[src/rtl/mem_port_arbiter.sv]
// ============================================================================
// mem_port_arbiter
// ----------------------------------------------------------------------------
// Purpose
//   Shares one single-ported unified memory (1024 x 32 by default) between the
//   instruction-fetch requester (IF, read-only) and the data requester
//   (DM, loads and stores from the MEM stage). Only one access is in flight at
//   a time. DM normally wins a simultaneous request. After MAX_DATA_RUN
//   consecutive DM grants made while IF was waiting, IF gets the next grant.
//
//   Sequence per access: IDLE -> ISSUE (1 cycle, mem_en) -> WAIT (MEM_LAT
//   cycles) -> DONE (1 cycle, done pulse) -> IDLE.
//   A request sampled in cycle 0 completes in cycle 2+MEM_LAT.
//
// Parameters
//   ADDR_W        word-address width
//   DATA_W        data width
//   MEM_LAT       memory read latency, mem_en cycle -> mem_rdata valid (1..7)
//   MAX_DATA_RUN  max consecutive DM grants while IF is pending
//
// Ports
//   i_clk1        clock, rising edge
//   i_rst         asynchronous reset, active high
//   i_if_req      fetch request (held with i_if_addr until o_if_done)
//   i_if_addr     fetch word address
//   o_if_done     one-cycle pulse, fetch complete
//   o_if_rdata    fetched word, held until the next fetch completion
//   i_dm_req      data request (fields held until o_dm_done)
//   i_dm_we       1 = store, 0 = load
//   i_dm_addr     data word address
//   i_dm_wdata    store data
//   o_dm_done     one-cycle pulse, data access complete
//   o_dm_rdata    load data, held until the next DM load completion
//   o_mem_en      memory enable, one cycle per access
//   o_mem_we      memory write enable, valid with o_mem_en
//   o_mem_addr    memory address, valid with o_mem_en
//   o_mem_wdata   memory write data, valid with o_mem_en
//   i_mem_rdata   memory read data, valid MEM_LAT cycles after o_mem_en
//   o_busy        high whenever the FSM is not IDLE
//
// Optional feature (macro ARB_PERF_CNT_EN)
//   When defined, adds o_conflict_cnt[15:0] (grants made with both requests
//   high) and o_starve_cnt[15:0] (IF grants forced by the DM run limit).
//   Both saturate at 16'hFFFF. Arbitration is identical either way.
//
// All outputs are registered. The FSM and every output live in one always_ff.
// ============================================================================
module mem_port_arbiter #(
    parameter int ADDR_W       = 10,
    parameter int DATA_W       = 32,
    parameter int MEM_LAT      = 1,
    parameter int MAX_DATA_RUN = 4
) (
    input  logic              i_clk1,
    input  logic              i_rst,
`ifdef ARB_PERF_CNT_EN
    output logic [15:0]       o_conflict_cnt,
    output logic [15:0]       o_starve_cnt,
`endif
    input  logic              i_if_req,
    input  logic [ADDR_W-1:0] i_if_addr,
    output logic              o_if_done,
    output logic [DATA_W-1:0] o_if_rdata,
    input  logic              i_dm_req,
    input  logic              i_dm_we,
    input  logic [ADDR_W-1:0] i_dm_addr,
    input  logic [DATA_W-1:0] i_dm_wdata,
    output logic              o_dm_done,
    output logic [DATA_W-1:0] o_dm_rdata,
    output logic              o_mem_en,
    output logic              o_mem_we,
    output logic [ADDR_W-1:0] o_mem_addr,
    output logic [DATA_W-1:0] o_mem_wdata,
    input  logic [DATA_W-1:0] i_mem_rdata,
    output logic              o_busy
);

    // ------------------------------------------------------------------------
    // Local constants
    // ------------------------------------------------------------------------
    localparam int               RUN_W     = $clog2(MAX_DATA_RUN + 1);
    localparam logic [RUN_W-1:0] RUN_MAX   = RUN_W'(MAX_DATA_RUN);
    // WAIT counter runs 0 .. MEM_LAT-1; three bits cover the legal 1..7 range.
    localparam logic [2:0]       WAIT_LAST = 3'(MEM_LAT - 1);

    typedef enum logic [1:0] {
        S_IDLE  = 2'd0,
        S_ISSUE = 2'd1,
        S_WAIT  = 2'd2,
        S_DONE  = 2'd3
    } state_t;

    // ------------------------------------------------------------------------
    // State
    // ------------------------------------------------------------------------
    state_t           r_state;
    logic             r_owner_dm;   // 0 = IF owns the access, 1 = DM
    logic             r_we;         // latched store flag of the access in flight
    logic [RUN_W-1:0] r_data_run;   // consecutive DM grants made while IF waited
    logic [2:0]       r_wait_cnt;

    // ------------------------------------------------------------------------
    // Grant decision (only consumed in IDLE)
    // ------------------------------------------------------------------------
    logic w_any_req;
    logic w_both_req;
    logic w_run_full;
    logic w_grant_dm;
    logic w_forced_if;

    assign w_any_req   = i_if_req | i_dm_req;
    assign w_both_req  = i_if_req & i_dm_req;
    assign w_run_full  = (r_data_run == RUN_MAX);
    // DM wins unless IF is waiting and DM has already used up its run.
    assign w_grant_dm  = i_dm_req & ~(i_if_req & w_run_full);
    assign w_forced_if = w_both_req & w_run_full;

    // ------------------------------------------------------------------------
    // FSM with registered outputs
    // ------------------------------------------------------------------------
    always_ff @(posedge i_clk1 or posedge i_rst) begin
        if (i_rst) begin
            r_state     <= S_IDLE;
            r_owner_dm  <= 1'b0;
            r_we        <= 1'b0;
            r_data_run  <= '0;
            r_wait_cnt  <= '0;
            o_if_done   <= 1'b0;
            o_if_rdata  <= '0;
            o_dm_done   <= 1'b0;
            o_dm_rdata  <= '0;
            o_mem_en    <= 1'b0;
            o_mem_we    <= 1'b0;
            o_mem_addr  <= '0;
            o_mem_wdata <= '0;
            o_busy      <= 1'b0;
`ifdef ARB_PERF_CNT_EN
            o_conflict_cnt <= '0;
            o_starve_cnt   <= '0;
`endif
        end else begin
            case (r_state)
                S_IDLE: begin
                    if (w_any_req) begin
                        // Latch the winner's fields straight into the memory
                        // output registers; they drive the ISSUE cycle.
                        r_owner_dm  <= w_grant_dm;
                        r_we        <= w_grant_dm & i_dm_we;
                        o_mem_en    <= 1'b1;
                        o_mem_we    <= w_grant_dm & i_dm_we;
                        o_mem_addr  <= w_grant_dm ? i_dm_addr : i_if_addr;
                        o_mem_wdata <= w_grant_dm ? i_dm_wdata : '0;
                        o_busy      <= 1'b1;
                        r_state     <= S_ISSUE;

                        // The run only grows while IF is actually waiting;
                        // an uncontested DM grant or any IF grant restarts it.
                        if (w_grant_dm && i_if_req) begin
                            if (!w_run_full) begin
                                r_data_run <= r_data_run + 1'b1;
                            end
                        end else begin
                            r_data_run <= '0;
                        end

`ifdef ARB_PERF_CNT_EN
                        if (w_both_req && (o_conflict_cnt != 16'hFFFF)) begin
                            o_conflict_cnt <= o_conflict_cnt + 16'd1;
                        end
                        if (w_forced_if && (o_starve_cnt != 16'hFFFF)) begin
                            o_starve_cnt <= o_starve_cnt + 16'd1;
                        end
`endif
                    end
                end

                S_ISSUE: begin
                    // The memory sees enable (and any write) for exactly one cycle.
                    o_mem_en   <= 1'b0;
                    o_mem_we   <= 1'b0;
                    r_wait_cnt <= '0;
                    r_state    <= S_WAIT;
                end

                S_WAIT: begin
                    if (r_wait_cnt == WAIT_LAST) begin
                        // Read data is valid in this last WAIT cycle; capture it
                        // for the owner and raise its done pulse for DONE.
                        if (r_owner_dm) begin
                            if (!r_we) begin
                                o_dm_rdata <= i_mem_rdata;
                            end
                            o_dm_done <= 1'b1;
                        end else begin
                            o_if_rdata <= i_mem_rdata;
                            o_if_done  <= 1'b1;
                        end
                        r_state <= S_DONE;
                    end else begin
                        r_wait_cnt <= r_wait_cnt + 3'd1;
                    end
                end

                S_DONE: begin
                    o_if_done <= 1'b0;
                    o_dm_done <= 1'b0;
                    o_busy    <= 1'b0;
                    r_state   <= S_IDLE;
                end

                default: begin
                    r_state <= S_IDLE;
                end
            endcase
        end
    end

    // w_forced_if only feeds the optional counters.
    logic w_unused;
    assign w_unused = w_forced_if;

endmodule
[config.mk]
export PLATFORM = sky130hd
export DESIGN_NAME = mem_port_arbiter
export DESIGN_NICKNAME = d
export VERILOG_FILES = /design/src/rtl/mem_port_arbiter.sv
export SDC_FILE = /design/constraint.sdc
export NUM_CORES = 1
export LEC_CHECK = 0
export BUFFER_PORTS_ARGS = -buffer_cell sky130_fd_sc_hd__buf_2
export CORE_MARGIN = 2
export CORE_UTILIZATION = 35
export CTS_CLUSTER_SIZE = 20
export DETAILED_ROUTE_END_ITERATION = 10
export GPL_TIMING_DRIVEN = 0
export PLACE_DENSITY = 0.62
export SETUP_SLACK_MARGIN = 0.02
export SYNTH_ARGS = -nofsm -noshare
export SYNTH_HDL_FRONTEND = slang
export SYNTH_SLANG_ARGS = --single-unit
[constraint.sdc]
create_clock -name i_clk1 -period 11.04 [get_ports i_clk1]
set_input_delay 1.104 -clock i_clk1 [delete_from_list [all_inputs] [get_ports i_clk1]]
set_output_delay 1.104 -clock i_clk1 [all_outputs]
set_load 0.05 [all_outputs]
; ---- After elaboration in Yosys (flattened, before gate mapping)
; Cells that the tools add are included.
[totals]
register_bits = 121
out_inout_bits = 111
wordCells = 70
[classes]
addsub = 2
eq_ne = 10
mux = 20
n_bitwise = 7
reduce_logical = 17
[ops]
columns = op, n
row1 = $mux W32, 1
row2 = $ne A2 B2 Y1 const B, 6
row3 = $reduce_and A3 Y1, 4
row4 = $mux W10, 1
row5 = $pmux W1 S2, 5
row6 = $reduce_and A2 Y1, 5
row7 = $mux W3, 3
row8 = $pmux W2 S4, 1
row9 = $reduce_bool A2 Y1, 4
row10 = $add A3 B1 Y3 const B, 2
row11 = $mux W1, 6
row12 = $pmux W3 S2, 1
row13 = $eq A2 B2 Y1 const B, 2
row14 = $mux W2, 2
row15 = $reduce_and A4 Y1, 1
row16 = $and A1 B1 Y1, 3
row17 = $eq A3 B3 Y1 const B, 1
row18 = $logic_not A3 Y1, 1
row19 = $not A1 Y1, 3
row20 = $eq A2 B1 Y1 const B, 1
row21 = $logic_not A2 Y1, 1
row22 = $logic_and A1 B1 Y1, 1
row23 = $or A1 B1 Y1, 1

; ---- Longest topological paths before layout
; Gate-level depths: netlist of the first run.
[logic_depth]
ltp_word = 7
depth_mapped = 8

; ---- Worst setup path after synthesis of the first run
; No wires, ideal clock.
[synth_path]
path_kind = input -> register
from = input i_dm_req
to = register r_state[1]
arrival_time_ps = 1956
t_required_ps = 10912
path_slack_ps = 8956
path_stages = 4
path_buffers = 1
cell_sequence = clkbuf_1 -> nor3b_1 -> a21oi_1 -> mux2_1
[synth_via]
elab_chain_len = 3
[synth_lines]
columns = item, line
row1 = "start, declared", 64  ; input logic i_dm_req,
row2 = $or A1 B1 Y1, 111  ; assign w_any_req = i_if_req | i_dm_req;
row3 = $ne A2 B2 Y1 (no source line), --
row4 = $reduce_and A2 Y1 (no source line), --
row5 = "end signal, assigned", 123  ; r_state <= S_IDLE;
row6 = "end signal, assigned", 154  ; r_state <= S_ISSUE;
row7 = "end signal, assigned", 182  ; r_state <= S_WAIT;
row8 = "end, declared", 96  ; state_t r_state;
; No other way between the ends.
; A chain may end at the register's enable or synchronous reset.

; ---- Worst setup path in the final report of the first run
[layout_path]
from = register r_state[0]
to = register o_dm_rdata[1]
[layout_via]
elab_chain_len = 2
[layout_lines]
columns = item, line
row1 = $eq A2 B2 Y1, 142  ; case (r_state)
row2 = $reduce_and A4 Y1 (no source line), --
row3 = "end signal, assigned", 191  ; o_dm_rdata <= i_mem_rdata;
row4 = "end, declared", 69  ; output logic [DATA_W-1:0] o_dm_rdata,
; No other way between the ends.

==> results of run 1 <==
## state kept, by name, indices dropped and copies added (netlist names), 2 cells and up
| signal | count |
|---|---|
| o_dm_rdata | 32 |
| o_if_rdata | 32 |
| o_mem_wdata | 32 |
| o_mem_addr | 10 |
| r_data_run | 3 |
| r_wait_cnt | 3 |
| r_state | 2 |
## synth_stat cells, drive strengths merged
cell / count / area [um2]
a21o: 1 / 7.510
a21oi: 2 / 10.01
a22o: 34 / 297.8
a31o: 1 / 8.760
a31oi: 1 / 6.260
a32o: 1 / 10.01
and2: 1 / 6.260
and3: 1 / 6.260
and4bb: 1 / 12.51
buf: 14 / 88.83
clkbuf: 10 / 37.54
dfrtp: 121 / 3028
ha: 8 / 100.1
inv: 9 / 33.78
mux2: 67 / 754.5
nand2: 23 / 86.33
nand2b: 1 / 6.260
nand3: 4 / 20.02
nand3b: 2 / 15.01
nand4: 10 / 62.56
nor2: 6 / 22.52
nor3b: 3 / 33.78
o211ai: 10 / 75.07
o21a: 2 / 15.01
o21ai: 9 / 45.04
o22a: 1 / 8.760
o22ai: 1 / 6.260
o31ai: 1 / 7.510
## cells by family (layout without fill, tap and decap cells)
| kind of cell | after synthesis | after routing | share of synthesized area (%) |
|---|---|---|---|
| flip-flops | 121 | 121 | 62.92 |
| AND/OR/NAND/NOR | 52 | 52 | 5.642 |
| multiplexers | 67 | 67 | 15.68 |
| adder cells (fa/ha/maj) | 8 | 8 | 2.080 |
| AO/OA/AOI/OAI | 64 | 64 | 10.35 |
| buffers and inverters | 33 | 262 | 3.328 |
## per-layer routing
metal / track usage [%] / part of all wire (%) / vias up
met2: 26.40 / 47 / 157
met3: 5.451 / 8.1 / 12
li1: - / - / 1692
met5: 0 / 0 / -
met1: 20.48 / 44 / 1790
met4: 6.034 / 1.4 / 0
## metrics by stage
step	util, %	instances	worst slack, ns	area [um2]
6_report	49.41	750	8.830	6595
5_1_grt	49.41	750	8.675	6595
4_1_cts	49.41	750	8.811	6595
3_5_place_dp	45.37	720	8.611	6056
3_3_place_gp	45.13	719	5.418	6023
2_1_floorplan	-	345	6.722	4812
## worst reg2reg max path: stages, from the launching register on
cell and delay [ns]:
dfrtp_1 0.41, inv_1 0.10, ha_1 0.18, buf_2 0.23
nand3b_1 0.18, nor3b_4 0.43, buf_6 0.23, mux2_1 0.34
## final timing paths
kind                            slack [ns]        endpoint            from
worst max-delay path                  8.83   o_dm_rdata[1]      r_state[0]
max in group asynchronous             9.61  o_if_rdata[27]           i_rst
min in group asynchronous             0.74  o_mem_wdata[9]           i_rst
worst min-delay path                  0.48  o_dm_rdata[31]  o_dm_rdata[31]
worst min register to register        0.48  o_dm_rdata[31]  o_dm_rdata[31]
worst max register to register        8.83   o_dm_rdata[1]      r_state[0]
## cells in the final DEF, fill, tap and decap left out, drive strengths merged, types with 2 or more instances in the layout
cell        n
nand4      10
nor3b       3
nand3b      2
clkbuf     33
nand2      23
clkinv      3
mux2       67
a21oi       2
o21a        2
a22o       34
ha          8
clkinvlp    3
dfrtp     121
o21ai       9
nand3       4
nor2        6
inv         9
buf       213
o211ai     10
## final cells by class
type                       count  area (um2)
timing repair buffer         199        1018
clock inverter                 7       71.32
clock buffer                  23       467.9
tap                          176       220.2
multi-input combinational    191        1624
fill                        1200        6753
sequential                   121        3028
buffer                        24       126.4
inverter                       9       38.79
==> results.yml, run 1 <==
clocking:
  htree_levels: 4
  numClockSinks: 121
  root_buffer: "clkbuf_16"
  cts_hold_buf: 0
  clk_latency_ns: 0.41
  cts_tree: "yes"
  clockBufferDepth: 2
  cts_resized: 0
  cts_made_buffers: 17
  postCtsSetupBuffers: 0
  clk_pin_slew_ns: 0.05
logic_synthesis:
  syn_nets: 442
  yosysWarnings: 0
  syn_avg_cell_area_um2: 13.95
  synth-seq-cells: 121
  synth_seq_area_share_pct: 62.92
  synthCells: 345
  synth_cell_types: 32
  syn_area_um2: 4812
setup_path:
  path_delay_family: "simple AND/OR/NAND/NOR gates"
  crit_buf_inv: 3
  end_kind: "register"
  critPathLaunchType: "register"
  cp.depth: 7
  max_stage_delay_ns: 0.43
  r2r_cells: 7
  slowest_stage: "nor3b_4"
  worstPathMaxFanout: 10
  crit_arrival_ns: 2.49
  cp.required_ns: 11.32
  crit_chain: "inv_1, ha_1, buf_2, nand3b_1, nor3b_4, buf_6, mux2_1"
  critical_path_class: "register to register"
timing:
  max_slew_margin_pct: 61.96
  period_share_pct: 20.02
  fin_crit_ns: 2.210
  finalMaxSlewViolations: 0
  grt_setup_unrepaired: "false"
  setup_viol: 0
  setup_tns_ns: 0
  skew_ns: 0.009308
  finalHoldViolations: 0
  max_freq_mhz: 452.5
  hold_slack_ns: 0.4776
  worstMarginPinSlew_ns: 0.5694
run_status:
  status: "finished clean"
finish:
  fin_nets: 660
  syn2layout_area_growth_pct: 37.05
  diodes: 0
  drive_above_1_share_pct: 42.16
route:
  drt_wl_total_um: 11650
  firstDrtPassIters: 4
  drtIter0Drc: 153
  drcViolationCount: 0
  ant_nets: 0
  via_count: 3651
  viasPerCell: 4.868
  wl_per_cell_um: 15.54
die:
  ios: 200
  start_util_pct: 36.05
  die_height_um: 121.3
  core_um2: 13350
  die_w_um: 121.3
  dieArea_um2: 14700
  num_rows: 42
global_route:
  grt_overflow: 0
  antenna_found_initial: 0
  grt_pass1_vias: 3773
  grt_max_degree: 66
  grt_usage_pct: 16.36
  grt_first_pass_wirelength_um: 18650
run:
  maxCapViolCount: 0
placement:
  gp_congestion: 0.7240
  io_buffers: 198
  hpwl_um: 8603
min_path:
  hold_path_class: "register to register"
  worst_hold_path.num_cells: 1
Power of run 1 is left out: the tool's default activity adds up to more than one toggle a clock period on the data nets, which glitch-free logic cannot reach.
==> run 2: changes to the inputs <==
- clock period: 11.04 -> 2.2 ns (I/O delays scaled with it)
==> run 2 against run 1 <==
Sequential cell count unchanged. Non-clock buffer count increased by 4. Final cell count increased by 0.80%. Via count increased by 1.9%. Routed wire length increased by 3.0%. Critical endpoint unchanged. Largest cell class unchanged.
==> results.yml, run 2 (synthesis results as in run 1) <==
run_status:
  status: "finished clean"
placement:
  dp_cells: 722
  dp_slack_ns: 0.03575
  hpwl_um: 8909
  io_buffers: 198
  gp_congestion: 0.7748
timing:
  finalHoldViolations: 0
  max_slew_margin_pct: 64.68
  setup_ws_ns: 0.1314
  finalMaxSlewViolations: 0
  worstMarginPinSlew_ns: 0.5287
  setup_viol: 0
  period_share_pct: 94.03
  hold_slack_ns: 0.02617
  setup_tns_ns: 0
  skew_ns: 0.007548
  max_freq_mhz: 483.4
  fin_crit_ns: 2.069
  grt_setup_unrepaired: "true"
die:
  core_um2: 13350
  num_rows: 42
  dieArea_um2: 14700
  ios: 200
  die_w_um: 121.3
  start_util_pct: 36.05
  die_height_um: 121.3
route:
  via_count: 3721
  firstDrtPassIters: 6
  drtIter0Drc: 164
  ant_nets: 0
  drt_wl_total_um: 12010
  viasPerCell: 4.922
  wl_per_cell_um: 15.88
  drcViolationCount: 0
setup_path:
  crit_arrival_ns: 2.36
  critPathLaunchType: "register"
  end_kind: "register"
  worstPathMaxFanout: 10
  cp.required_ns: 2.49
  critical_path_class: "register to register"
finish:
  drive_above_1_share_pct: 43.10
  fin_nets: 664
  diodes: 0
  syn2layout_area_growth_pct: 38.64
  mostFrequentLayoutCells: "buf_2, dfrtp_1, mux2_1, a22o_1, nand2_1"
  top_regs: "o_dm_rdata: 32 flops, o_if_rdata: 32 flops, o_mem_wdata: 32 flops"
  final_common_cell: "buf_2"
  instances_no_fill: 756
min_path:
  hold_path_class: "primary input to register"
clocking:
  cts_tree: "yes"
  htree_levels: 4
  clk_latency_ns: 0.41
  cts_made_buffers: 17
  clk_pin_slew_ns: 0.06
  numClockSinks: 121
  root_buffer: "clkbuf_16"
  clockBufferDepth: 2
global_route:
  grt_first_pass_wirelength_um: 18820
  grt_usage_pct: 16.73
  grt_max_degree: 43
  grt_pass1_vias: 3760
  grt_overflow: 0
  antenna_found_initial: 0
run:
  maxCapViolCount: 0
[run 2: changes by cell type in the layout (fill, tap and decap cells not counted), moves of 2 or more]
cell / change
buf_12: +3
clkbuf_1: -3
clkbuf_8: -2
clkinv_2: +4
[run 2: repair_timing]
item / in CTS / in global routing
hold endpoints to repair: 14 / 0
buffers inserted: 0 / 1
setup endpoints to repair: 0 / 53
gates resized for setup: 0 / 3
hold buffers: 1 / 0
[run 2: critical path, stage by stage (launching register included)]
cell	delay, ns
dfrtp_1	0.42
inv_1	0.10
ha_1	0.17
clkbuf_4	0.20
nand3b_1	0.15
nor3b_4	0.21
buf_4	0.18
buf_6	0.18
mux2_1	0.34
[run 2: final timing paths]
path                       depth (start not counted)               to            from  slack [ns]
setup / recovery                                   8    o_dm_rdata[1]      r_state[0]        0.13
setup reg to reg                                   8    o_dm_rdata[1]      r_state[0]        0.13
max in group asynchronous                          5       r_state[0]           i_rst        1.10
hold reg to reg                                    1   o_dm_rdata[26]  o_dm_rdata[26]        0.48
hold / removal                                     2  o_mem_wdata[28]  i_dm_wdata[28]        0.03
min in group asynchronous                          3   o_if_rdata[14]           i_rst        0.36
[run 2: routing by layer]
metal | track usage [%] | wire (um) | vias to the layer above
li1 | - | - | 1705
met3 | 6.109 | 1026 | 21
met2 | 26.72 | 5585 | 161
met4 | 7.543 | 216 | 0
met5 | 0 | 0 | -
met1 | 20.23 | 5177 | 1834
[run 2: stage by stage]
stage | instance area, um2 | util, %
detailed placement | 6087 | 45.60
global route | 6671 | 49.98
floorplan | 4816 | -
CTS | 6660 | 49.90
finish | 6671 | 49.98
global placement | 6027 | 45.15
[run 2: cell type report]
cell class,instances,area (um2)
clock buffer,19,432.9
clock inverter,13,130.1
sequential,121,3028
buffer,24,130.1
timing repair buffer,203,1069
inverter,9,37.54
multi-input combinational,191,1624
tap,176,220.2
fill,1201,6676
Power of run 2 is left out for the same reason.
